## src/rtl/mem_r_serializer_if.sv

```systemverilog
// Read-request, line-fetch and R-beat signals between a burst master and the line serializer.
// The slave modport is the serializer side; the master modport drives requests, line data and rready.
interface mem_r_serializer_if;
  logic         arvalid_i;
  logic         arready_o;
  logic [31:0]  araddr_i;
  logic         line_req_o;
  logic [25:0]  line_addr_o;
  logic         line_rvalid_i;
  logic [511:0] line_rdata_i;
  logic         line_rerr_i;
  logic         rvalid_o;
  logic         rready_i;
  logic [63:0]  rdata_o;
  logic [1:0]   rresp_o;
  logic         rlast_o;

  modport slave (
    input  arvalid_i, araddr_i, line_rvalid_i, line_rdata_i, line_rerr_i, rready_i,
    output arready_o, line_req_o, line_addr_o, rvalid_o, rdata_o, rresp_o, rlast_o
  );

  modport master (
    output arvalid_i, araddr_i, line_rvalid_i, line_rdata_i, line_rerr_i, rready_i,
    input  arready_o, line_req_o, line_addr_o, rvalid_o, rdata_o, rresp_o, rlast_o
  );
endinterface

```

## src/rtl/mem_r_serializer.sv

```systemverilog
// Fetches one 512-bit line per read request and returns it as 8 critical-word-first 64-bit beats.
// First beat 2+k cycles after AR (k = line latency); beats stall in place while rready_i is low.
module mem_r_serializer (
  input  logic               clk,
  input  logic               rst,
  mem_r_serializer_if.slave  bus
);
  typedef enum logic [1:0] {
    S_IDLE  = 2'd0,
    S_FETCH = 2'd1,
    S_SEND  = 2'd2
  } state_t;

  state_t       r_state;
  state_t       w_state_nxt;
  logic [25:0]  r_line_addr;
  logic [2:0]   r_offset;
  logic [2:0]   r_cnt;
  logic         r_err;
  logic [511:0] r_buf;
  logic         r_line_req;

  logic         w_ar_hs;
  logic         w_r_hs;
  logic         w_send;
  logic [2:0]   w_wptr;
  logic         w_unused_lsb;

  assign w_unused_lsb = ^bus.araddr_i[2:0];

  always_ff @(posedge clk) begin
    if (rst) begin
      r_state     <= S_IDLE;
      r_line_addr <= '0;
      r_offset    <= '0;
      r_cnt       <= '0;
      r_err       <= 1'b0;
      r_buf       <= '0;
      r_line_req  <= 1'b0;
    end else begin
      r_state    <= w_state_nxt;
      r_line_req <= w_ar_hs;
      if (w_ar_hs) begin
        r_line_addr <= bus.araddr_i[31:6];
        r_offset    <= bus.araddr_i[5:3];
        r_cnt       <= '0;
      end
      if (r_state == S_FETCH && bus.line_rvalid_i) begin
        r_buf <= bus.line_rdata_i;
        r_err <= bus.line_rerr_i;
      end
      if (w_r_hs) begin
        r_cnt <= r_cnt + 3'd1;
      end
    end
  end

  // Outputs are forced low while rst is high so an abort is visible in the same cycle.
  always_comb begin
    w_state_nxt     = r_state;
    w_send          = (r_state == S_SEND) && !rst;
    w_wptr          = r_offset + r_cnt;
    bus.arready_o   = (r_state == S_IDLE) && !rst;
    w_ar_hs         = bus.arvalid_i && bus.arready_o;
    w_r_hs          = w_send && bus.rready_i;
    bus.rvalid_o    = w_send;
    bus.rdata_o     = '0;
    bus.rresp_o     = 2'b00;
    bus.rlast_o     = 1'b0;
    bus.line_req_o  = r_line_req && !rst;
    bus.line_addr_o = r_line_addr;

    if (w_send) begin
      bus.rdata_o = r_buf[{w_wptr, 6'd0} +: 64];
      bus.rresp_o = r_err ? 2'b10 : 2'b00;
      bus.rlast_o = (r_cnt == 3'd7);
    end

    case (r_state)
      S_IDLE:  if (w_ar_hs) w_state_nxt = S_FETCH;
      S_FETCH: if (bus.line_rvalid_i) w_state_nxt = S_SEND;
      S_SEND:  if (w_r_hs && r_cnt == 3'd7) w_state_nxt = S_IDLE;
      default: w_state_nxt = S_IDLE;
    endcase
  end
endmodule

```

## src/flat_wrapper.sv

```systemverilog
// flat-port wrapper written by rule: the top's interface ports become plain ports
module mem_r_serializer_flat 
  (clk, rst, bus_arvalid_i, bus_araddr_i, bus_line_rvalid_i, bus_line_rdata_i, bus_line_rerr_i, bus_rready_i, bus_arready_o, bus_line_req_o, bus_line_addr_o, bus_rvalid_o, bus_rdata_o, bus_rresp_o, bus_rlast_o);
  mem_r_serializer_if bus_i ();
  input  logic clk;
  input  logic rst;
  input wire logic [$bits(bus_i.arvalid_i)-1:0] bus_arvalid_i;
  input wire logic [$bits(bus_i.araddr_i)-1:0] bus_araddr_i;
  input wire logic [$bits(bus_i.line_rvalid_i)-1:0] bus_line_rvalid_i;
  input wire logic [$bits(bus_i.line_rdata_i)-1:0] bus_line_rdata_i;
  input wire logic [$bits(bus_i.line_rerr_i)-1:0] bus_line_rerr_i;
  input wire logic [$bits(bus_i.rready_i)-1:0] bus_rready_i;
  output wire logic [$bits(bus_i.arready_o)-1:0] bus_arready_o;
  output wire logic [$bits(bus_i.line_req_o)-1:0] bus_line_req_o;
  output wire logic [$bits(bus_i.line_addr_o)-1:0] bus_line_addr_o;
  output wire logic [$bits(bus_i.rvalid_o)-1:0] bus_rvalid_o;
  output wire logic [$bits(bus_i.rdata_o)-1:0] bus_rdata_o;
  output wire logic [$bits(bus_i.rresp_o)-1:0] bus_rresp_o;
  output wire logic [$bits(bus_i.rlast_o)-1:0] bus_rlast_o;
  assign bus_i.arvalid_i = bus_arvalid_i;
  assign bus_i.araddr_i = bus_araddr_i;
  assign bus_i.line_rvalid_i = bus_line_rvalid_i;
  assign bus_i.line_rdata_i = bus_line_rdata_i;
  assign bus_i.line_rerr_i = bus_line_rerr_i;
  assign bus_i.rready_i = bus_rready_i;
  assign bus_arready_o = bus_i.arready_o;
  assign bus_line_req_o = bus_i.line_req_o;
  assign bus_line_addr_o = bus_i.line_addr_o;
  assign bus_rvalid_o = bus_i.rvalid_o;
  assign bus_rdata_o = bus_i.rdata_o;
  assign bus_rresp_o = bus_i.rresp_o;
  assign bus_rlast_o = bus_i.rlast_o;
  mem_r_serializer u_core (.clk(clk), .rst(rst), .bus(bus_i));
endmodule
```

## config.mk

```make
export PLATFORM = sky130hd
export DESIGN_NAME = mem_r_serializer_flat
export DESIGN_NICKNAME = d
export VERILOG_FILES = /design/src/rtl/mem_r_serializer_if.sv /design/src/rtl/mem_r_serializer.sv /design/src/flat_wrapper.sv
export SDC_FILE = /design/constraint.sdc
export NUM_CORES = 1
export LEC_CHECK = 0
export ABC_AREA = 1
export CAP_MARGIN = 0
export CORE_AREA = 2 2 250 252
export DETAILED_ROUTE_END_ITERATION = 16
export DIE_AREA = 0 0 252 254
export PLACE_DENSITY = 0.67
export SYNTH_ARGS = -nofsm -noshare
export SYNTH_HDL_FRONTEND = slang
export SYNTH_SLANG_ARGS = --single-unit
export TNS_END_PERCENT = 30
```

## constraint.sdc

```tcl
create_clock -name clk -period 3.05 [get_ports clk]
set_input_delay 0.7625 -clock clk [delete_from_list [all_inputs] [get_ports clk]]
set_output_delay 0.7625 -clock clk [all_outputs]
set_load 0.005 [all_outputs]
```

Word level (Yosys, flattened, before mapping)
Index checks and enable logic that the tools add are counted.
{ "word_totals": {"latchBits": 0, "ff_bits": 548, "output_inout_bits": 96, "inputBits": 550, "romBits": 0, "mem_count": 0, "word_cells": 37, "ramBits": 0} }
{ "op_classes": {"n_mul": 0, "n_shift": 1, "n_mux": 10, "add_sub_neg": 2, "eq_ne": 6, "n_lt_le_gt_ge": 0, "div_mod_pow": 0, "reduce_logical": 11, "n_bitwise": 0} }
{ "ops": {"columns": ["op", "count"], "rows": [
  ["$shiftx A512 B10 Y64", 1],
  ["$mux W64", 1],
  ["$mux W2", 5],
  ["$logic_and A1 B1 Y1", 7],
  ["$mux W3", 2],
  ["$pmux W2 S3", 1],
  ["$ne A2 B2 Y1 const B", 2],
  ["$add A3 B1 Y3 const B", 1],
  ["$add A3 B3 Y3", 1],
  ["$eq A3 B3 Y1 const B", 1],
  ["$reduce_and A3 Y1", 1],
  ["$eq A2 B1 Y1 const B", 1],
  ["$eq A2 B2 Y1 const B", 1],
  ["$logic_not A2 Y1", 1],
  ["$ne A2 B1 Y1 const B", 1],
  ["$reduce_bool A2 Y1", 1],
  ["$logic_not A1 Y1", 1],
  ["$mux W1", 1]
]} }

Depth between registers and ports, before layout
Gate-level depths: netlist (run 1).
{ "depth": {"depth_word": 6, "ltp_mapped": 11, "depth_no_buf": 9} }

Least setup slack after synthesis (run 1)
Ideal clock, no wire load.
{ "synth_path": {"path_type": "register to output", "from": "register u_core.r_cnt[0]", "to": "output bus_rdata_o[43]", "path_stages_with_launch": 11, "setup_slack_ns": 0.460, "arrival_ns": 1.827, "n_path_buf": 2, "required_ns": 2.288, "path_cell_list": "dfxtp_1 -> ha_1 -> inv_1 -> fa_1 -> inv_1 -> buf_2 -> buf_1 -> nand3_1 -> nand2_1 -> nor2_1 -> nor2_1"} }
{ "synth_between": {"elab_chain_len": 3} }
{ "synth_rtl": {"columns": ["element", "line_no", "source"], "rows": [
  ["start, declared", "mem_r_serializer.sv:18", "logic [2:0] r_cnt;"],
  ["start signal, assigned", "mem_r_serializer.sv:53", "r_cnt <= r_cnt + 3'd1;"],
  ["$add A3 B3 Y3", "mem_r_serializer.sv:62", "w_wptr = r_offset + r_cnt;"],
  ["$shiftx A512 B10 Y64", "mem_r_serializer.sv:74", "bus.rdata_o = r_buf[{w_wptr, 6'd0} +: 64];"],
  ["$mux W64", "mem_r_serializer.sv:73", "if (w_send) begin"],
  ["end, declared", "flat_wrapper.sv:17", "output wire logic [$bits(bus_i.rdata_o)-1:0] bus_rdata_o;"]
]} }
No other way between the ends.

Worst setup path in the final report (run 1)
{ "layout_path": {"from": "register u_core.r_offset[0]", "to": "output bus_rdata_o[33]"} }
{ "layout_between": {"elab_chain_len": 3} }
{ "layout_rtl": {"columns": ["element", "line_no", "source"], "rows": [
  ["start, declared", "mem_r_serializer.sv:17", "logic [2:0] r_offset;"],
  ["start signal, assigned", "mem_r_serializer.sv:45", "r_offset <= bus.araddr_i[5:3];"],
  ["$add A3 B3 Y3", "mem_r_serializer.sv:62", null],
  ["$shiftx A512 B10 Y64", "mem_r_serializer.sv:74", null],
  ["$mux W64", "mem_r_serializer.sv:73", null]
]} }
No other way between the ends.

==> impl_results.md, run 1 <==
- First-pass GRT wire length: between 100 and 150 mm
- Number of DRC markers in iteration 0: roughly 2300
- Violations in the final reports: setup timing
- Max Cap Violations: 0
- Path class of the lowest-slack min-delay path: flop to flop
- Dominant combinational cell family by area after synthesis: simple AND/OR/NAND/NOR gates
- CTS root buffer: sky130_fd_sc_hd__clkbuf_16
- Synthesized instance count: between 3000 and 4000
- Required time of the worst setup path: between 2 and 2.5 ns
- Die Outline Area: about 64000 sq um
- Ratio of cells with drive above 1 in the final layout: 0.0885
- Number of DRC violations after detailed routing: 0
- TritonCTS clock tree: yes
- Switching power as a share of total power: 0.275
- Via count of the first global-routing pass: 22700
- Width of the die: 252 um
- Cell depth of the worst hold path: 2
- Post-synthesis mux area share: 0
- Number of top-level pins: about 650
- Endpoint type of the worst setup path: output pin
- Crit start category: flop
- FF-to-FF setup slack: between 1 and 1.5 ns
- Post-Synthesis Net Count: about 4200
- Final number of max-transition violations: 0
- Global-route congestion overflow total: 0
- Hold slack: roughly 0.45 ns
- Synthesis-to-layout area growth: 41.0%
- Core Rows: roughly 90
- Die outline height: between 200 and 300 um
- Mean area per synthesized cell: about 6.7 sq um
- R2R cell count: 6
- Share of the cycle needed by the critical path after routing: 1.36
- Yosys warning total: 0
- Share of the synthesized area in compound gates (AO/OA/AOI/OAI): 0.160
- Maximum clock frequency: approximately 240 MHz
- Post-DR vias/cell: around 5.0
- Final clock skew: 0.0158 ns
- Pre-antenna DRT Iters: 5
- Final Instance Area: ~34000 sq um
- Synth Area in XOR/XNOR: 0
- Proportion of synthesized chip area in sequential cells: 0.450
- Final critical delay including setup and external delays: just over 4 ns
- Vias after detailed routing: roughly 25000
- Weighted congestion reported at the end of routability-driven placement: a little over 0.9
- Result of the run: finished, violations left
- DP Worst Slack: -0.597 ns
- Synthesis-stage register bit count: 548
- Worst rel slew slack: 0.308
- Final Hold Vio Count: 0
- Antenna violations before repair: 15
- Combinational fraction of design power: 0.190
- Critical Path AT: 3.39 ns
- Post-place instance area: between 30000 and 40000 sq um
- Start point of the worst min-delay path: u_core.r_buf[453]
- Final setup violation count: 64
- Final #Nets: 4782
- Simple-gate area share of the yosys netlist: 0.289
- Transition time at the pin with the least slew margin: between 1 and 1.5 ns
- Final setup slack of the worst path: -1.10 ns
- Worst setup path class: flop to output pin
- Initial cell density of the core: 0.398
- Worst-path clk slew: approximately 0.06 ns
- Power density cells: 538 nW/um^2
- Number of different library cells in the post-synthesis netlist: 23
- Post-route setup TNS: -49.89 ns
- Cell area after synthesis: 24400 sq um
- CTS buffer count: 60
- RSZ-0062 raised after global routing: yes
- Routed len/inst: roughly 18 um
- Hold Path Sink: u_core.r_buf[453]
- Endpoint of the worst-slack reg-to-reg timing path: u_core.r_buf[84]
- VDD IR-drop max: about 0.42 mV
- Buffers from clock root to sink, at most: 3
- Clock H-tree levels: 2
- LEAKAGE: about 14 nW
- Internal power: approximately 13 mW
- Total of buffers placed on input and output ports: 641
- Total routing resource utilization after global routing: 0.268
- Detailed Route WL: about 90 mm
- Proportion of power drawn by flip-flops and latches: 0.417
- Largest net degree at the start of global routing: 190
- Worst reg2reg startpoint: u_core.r_state[1]
- Adder-cell share of the synthesized area: 0.00236
- Floorplan core area: around 60000 sq um
- Clock power frac: 0.393
- Clock tree sinks: 548
- Net load switching power: just over 5 mW
- Clock latency on the worst-skew pair: between 0.6 and 0.7 ns
- Residual antenna-violating net count after detailed routing: 0
- Post-detail-place hpwl: ~64 mm
- Maximum fanout count along the critical path: 24
## through the flow
| step | cells | power (mW) | util |
|---|---|---|---|
| 6_report | 5074 | 18.5 | 0.561 |
| 3_5_place_dp | 4942 | 11.2 | 0.521 |
| 2_1_floorplan | 3664 | 9.57 | - |
| 4_1_cts | 5050 | 18.5 | 0.554 |
| 5_1_grt | 5073 | 19.3 | 0.561 |
| 3_3_place_gp | 4942 | 11.2 | 0.521 |
## worst max-delay path, cell delays in order, from the launching register on
cell and delay (ns):
sky130_fd_sc_hd__dfxtp_2 0.34, sky130_fd_sc_hd__ha_4 0.15, sky130_fd_sc_hd__inv_2 0.04, sky130_fd_sc_hd__fa_4 0.66
sky130_fd_sc_hd__inv_8 0.24, sky130_fd_sc_hd__buf_12 0.20, sky130_fd_sc_hd__buf_4 0.14, sky130_fd_sc_hd__nand3_1 0.10
sky130_fd_sc_hd__nand2_1 0.09, sky130_fd_sc_hd__nor2_1 0.05, sky130_fd_sc_hd__nor2_1 0.20, sky130_fd_sc_hd__clkdlybuf4s50_1 0.55
## Yosys cell counts (all sizes together)
master | n | share of area
o21ai | 259 | 0.053
ha | 3 | 0.0015
fa | 1 | 0.00082
a31oi | 1 | 0.00026
buf | 199 | 0.044
inv | 275 | 0.042
nand2 | 1346 | 0.21
or2 | 1 | 0.00026
o31ai | 1 | 0.00031
clkbuf | 87 | 0.013
a21oi | 516 | 0.11
nand3 | 290 | 0.060
dfxtp | 548 | 0.45
conb | 1 | 0.00015
nor2 | 134 | 0.021
nor3 | 1 | 0.00021
nand4 | 1 | 0.00026
## sequential cells by signal, summed over array words and instances, names as in the netlist
| signal | count |
|---|---|
| u_core.r_buf | 512 |
| u_core.r_line_req | 1 |
| u_core.bus.line_addr_o | 26 |
| u_core.r_cnt | 3 |
| u_core.r_err | 1 |
| u_core.r_offset | 3 |
| u_core.r_state | 2 |
## per-layer routing
layer | GRT usage | part of all wire | vias up | wire (um)
met5 | 0 | 0.00044 | - | 40
met4 | 0.0762 | 0.024 | 6 | 2160
met3 | 0.0400 | 0.069 | 129 | 6260
met2 | 0.411 | 0.45 | 904 | 40400
met1 | 0.389 | 0.46 | 11500 | 41500
li1 | - | - | 12800 | -
## cells in the final DEF (no fill, tap or decap), types with 4 or more instances in the layout
cell type,count
sky130_fd_sc_hd__nor2_2,16
sky130_fd_sc_hd__a21oi_1,516
sky130_fd_sc_hd__nand2_1,1300
sky130_fd_sc_hd__dlygate4sd2_1,7
sky130_fd_sc_hd__bufinv_16,4
sky130_fd_sc_hd__o21ai_0,259
sky130_fd_sc_hd__clkinv_2,20
sky130_fd_sc_hd__dlymetal6s2s_1,11
sky130_fd_sc_hd__nor2_1,115
sky130_fd_sc_hd__nand2_2,43
sky130_fd_sc_hd__diode_2,11
sky130_fd_sc_hd__clkbuf_2,10
sky130_fd_sc_hd__clkdlybuf4s50_1,591
sky130_fd_sc_hd__clkbuf_8,12
sky130_fd_sc_hd__nand3_4,4
sky130_fd_sc_hd__dfxtp_1,546
sky130_fd_sc_hd__clkbuf_1,7
sky130_fd_sc_hd__inv_1,267
sky130_fd_sc_hd__nand3_1,269
sky130_fd_sc_hd__buf_4,97
sky130_fd_sc_hd__nand3_2,17
sky130_fd_sc_hd__buf_6,5
sky130_fd_sc_hd__buf_2,15
sky130_fd_sc_hd__inv_2,4
sky130_fd_sc_hd__clkbuf_16,63
sky130_fd_sc_hd__buf_12,43
## logic make-up after synthesis
family          after synthesis
buf+inv                     561
other cells                   1
fa+ha+maj                     4
simple gates               1773
flops                       548
compound gates              777
## power groups by stage
stage	Combinational, mW	Sequential [mW]	Clock (mW)
after global placement	3.34	7.86	0
after CTS	3.39	7.71	7.37
after detailed placement	3.35	7.87	0
final	3.52	7.72	7.26
after floorplan	1.73	7.84	0
after global routing	3.87	7.75	7.67
## what timing repair did
item                                    4_1_cts  5_1_grt
pin swaps                                     3       34
buffers inserted                              1       11
resized for setup                           105      131
hold buffers                                  0        0
endpoints found under the setup margin       65       65
cloned                                        0        2
## how the worst max path moves through the flow
stage / startpoint / to / slack [ns] / cells past startpoint
floorplan: u_core.r_cnt[0] / bus_rdata_o[43] / 0.46 / 10
global placement: u_core.r_cnt[0] / bus_rdata_o[59] / -0.58 / 10
detailed placement: u_core.r_cnt[0] / bus_rdata_o[59] / -0.60 / 10
CTS: u_core.r_cnt[0] / bus_rdata_o[33] / -1.12 / 11
global route: u_core.r_cnt[0] / bus_rdata_o[0] / -1.21 / 11
finish: u_core.r_offset[0] / bus_rdata_o[33] / -1.10 / 11
## layout make-up
cell class	instances	area, sq um
Fill cell	5917	26900
Multi-Input combinational cell	2555	11300
Sequential cell	548	11000
Timing Repair Buffer	788	8050
Clock buffer	79	1700
Inverter	275	1060
Tap cell	790	988
Clock inverter	28	251
Antenna cell	11	27.5
No activity file was read; power rests on OpenSTA's default activity.
==> run 2: changes to the inputs <==
- SKIP_LAST_GASP: unset -> 1
==> impl_results.md, run 2 (synthesized netlist as in run 1, its figures left out) <==
- Result of the run: finished, violations left
- Violations in the final reports: setup timing
- Final critical delay including setup and external delays: 4.15 ns (+0.000740 ns)
- Maximum fanout count along the critical path: 33 (+38%)
- Worst rel slew slack: 0.401 (+0.0925)
- # fillers: 5959 (+0.71%)
- VDD IR-drop max: 0.418 mV (-0.35%)
- Clock H-tree levels: 2 (unchanged)
- Required time of the worst setup path: 2.29 ns (about the same)
- Detailed Route WL: 89.8 mm (-0.68%)
- Final Hold Vio Count: 0 (unchanged)
- CTS buffer count: 60 (unchanged)
- Worst-path clk slew: 0.06 ns (about the same)
- Final Instance Area: 34000 sq um (-1.0%)
- R2R cell count: 6 (unchanged)
- Global-route congestion overflow total: 0 (unchanged)
- Power density cells: 541 nW/um^2 (+0.50%)
- First-pass GRT wire length: 133 mm (about the same)
- Endpoint type of the worst setup path: output pin
- Maximum clock frequency: 241 MHz (about the same)
- Transition time at the pin with the least slew margin: 0.899 ns (-0.139 ns)
- Clock latency on the worst-skew pair: 0.61 ns (about the same)
- RSZ-0062 raised after global routing: yes
- Number of flip-flops in the largest register: 512 (unchanged)
- Routed len/inst: 17.7 um (-0.46%)
- Area taken by flip-flops and latches: 11000 sq um (unchanged)
- Synthesis-to-layout area growth: 39.5%
- Buffers from clock root to sink, at most: 3 (unchanged)
- Number of DRC markers in iteration 0: 2451 (+8.8%)
- Weighted congestion reported at the end of routability-driven placement: 0.922 (unchanged)
- Register with the highest flop count: u_core.r_buf
- FF-to-FF setup slack: 1.23 ns (+0.02 ns)
- Largest net degree at the start of global routing: 190 (unchanged)
- Core Rows: 91 (unchanged)
- Post-cts hold buffer count: 0 (unchanged)
- Floorplan core area: 61300 sq um (unchanged)
- Hold slack: 0.449 ns (-0.00106 ns)
- Final Instance Count excl. Fillers: 5063 (-0.22%)
- Width of the die: 252 um (unchanged)
- Share of the cycle needed by the critical path after routing: 1.36 (about the same)
- Ratio of cells with drive above 1 in the final layout: 0.0634 (-0.0251)
- Vias after detailed routing: 25300 (-0.099%)
- Initial cell density of the core: 0.398 (unchanged)
- TritonCTS clock tree: yes
- Number of placed instances, taps included: 4942 (unchanged)
- Die Outline Area: 64000 sq um (unchanged)
- Die outline height: 254 um (unchanged)
- Number of top-level pins: 646 (unchanged)
- Final #Nets: 4771 (-0.23%)
- Via count of the first global-routing pass: 22700 (-0.062%)
- Crit start category: flop
- Antenna violations before repair: 13 (-2)
- Total routing resource utilization after global routing: 0.268 (about the same)
- DP Worst Slack: -0.597 ns (unchanged)
- Final clock skew: 0.0158 ns (+0.00000290 ns)
- Post-place instance area: 31900 sq um (unchanged)
- Pre-antenna DRT Iters: 5 (unchanged)
- Cell depth of the worst hold path: 2 (unchanged)
- Leading cell types in the layout, fill and taps excluded: sky130_fd_sc_hd__nand2_1, sky130_fd_sc_hd__clkdlybuf4s50_1, sky130_fd_sc_hd__dfxtp_1
- Number of DRC violations after detailed routing: 0 (unchanged)
- Residual antenna-violating net count after detailed routing: 0 (unchanged)
- Worst setup path class: flop to output pin
- Footprint of the multi-input gates: 11100 sq um (-2.4%)
- Clock tree sinks: 548 (unchanged)
- Critical Path AT: 3.39 ns (about the same)
- Final setup violation count: 64 (unchanged)
- Total of buffers placed on input and output ports: 641 (unchanged)
- LEAKAGE: 13.8 nW (-3.1%)
- CTS root buffer: sky130_fd_sc_hd__clkbuf_16
- Path class of the lowest-slack min-delay path: flop to flop
- Max Cap Violations: 0 (unchanged)
- Leading cell type in the layout, fill and taps excluded: sky130_fd_sc_hd__nand2_1
- Final number of max-transition violations: 0 (unchanged)
- Final setup slack of the worst path: -1.10 ns (-0.000740 ns)
- Utilization after layout: 0.556 (-0.00570)
- Post-DR vias/cell: 5.00 (+0.12%)
- Post-detail-place hpwl: 64.4 mm (unchanged)
run 2: cell type report:
type / instances / area share
clock inverter: 28 / 0.00739
clock buffer: 79 / 0.0501
timing repair buffer: 777 / 0.234
antenna: 11 / 0.000809
multi-input combinational: 2555 / 0.325
sequential: 548 / 0.322
tap: 790 / 0.0290
inverter: 275 / 0.0311
run 2: critical path: stages (launching register included):
cell                              delay [ns]
sky130_fd_sc_hd__dfxtp_2                0.36
sky130_fd_sc_hd__ha_4                   0.13
sky130_fd_sc_hd__inv_1                  0.04
sky130_fd_sc_hd__fa_4                   0.81
sky130_fd_sc_hd__inv_8                  0.11
sky130_fd_sc_hd__buf_12                 0.20
sky130_fd_sc_hd__nand3_1                0.10
sky130_fd_sc_hd__nand2_1                0.09
sky130_fd_sc_hd__nand2_1                0.08
sky130_fd_sc_hd__nand2_1                0.14
sky130_fd_sc_hd__nor2_1                 0.15
sky130_fd_sc_hd__clkdlybuf4s50_1        0.54
run 2: per-stage QoR:
stage                     total power, mW  setup TNS, ns
after floorplan                      9.57              0
after global placement               11.2         -31.54
after detailed placement             11.2         -33.53
after CTS                            18.5         -66.70
after global routing                 19.2         -71.05
final                                18.4         -62.46
run 2: worst paths after layout:
| kind | to | startpoint |
|---|---|---|
| worst max-delay path | bus_rdata_o[15] | u_core.r_cnt[0] |
| worst max register to register | u_core.r_buf[75] | u_core.r_state[1] |
| worst min register to register | u_core.r_buf[428] | u_core.r_buf[428] |
| worst min-delay path | u_core.r_buf[428] | u_core.r_buf[428] |
run 2: timing repair:
item / in CTS / in global routing
cloned: 0 / 2
pin swaps: 1 / 0
setup buffers: 1 / 0
resized for setup: 32 / 14
endpoints found under the setup margin: 65 / 65
run 2: per-layer routing:
| metal | track usage | wire [um] |
|---|---|---|
| met5 | 0 | 26 |
| met4 | 0.0784 | 2320 |
| met3 | 0.0404 | 6040 |
| met2 | 0.409 | 39900 |
| met1 | 0.389 | 41500 |
run 2: power breakdown:
| group | total, mW | switching [mW] | internal [mW] |
|---|---|---|---|
| Clock | 7.27 | 3.03 | 4.24 |
| Combinational | 3.42 | 1.86 | 1.56 |
| Sequential | 7.71 | 0.145 | 7.57 |
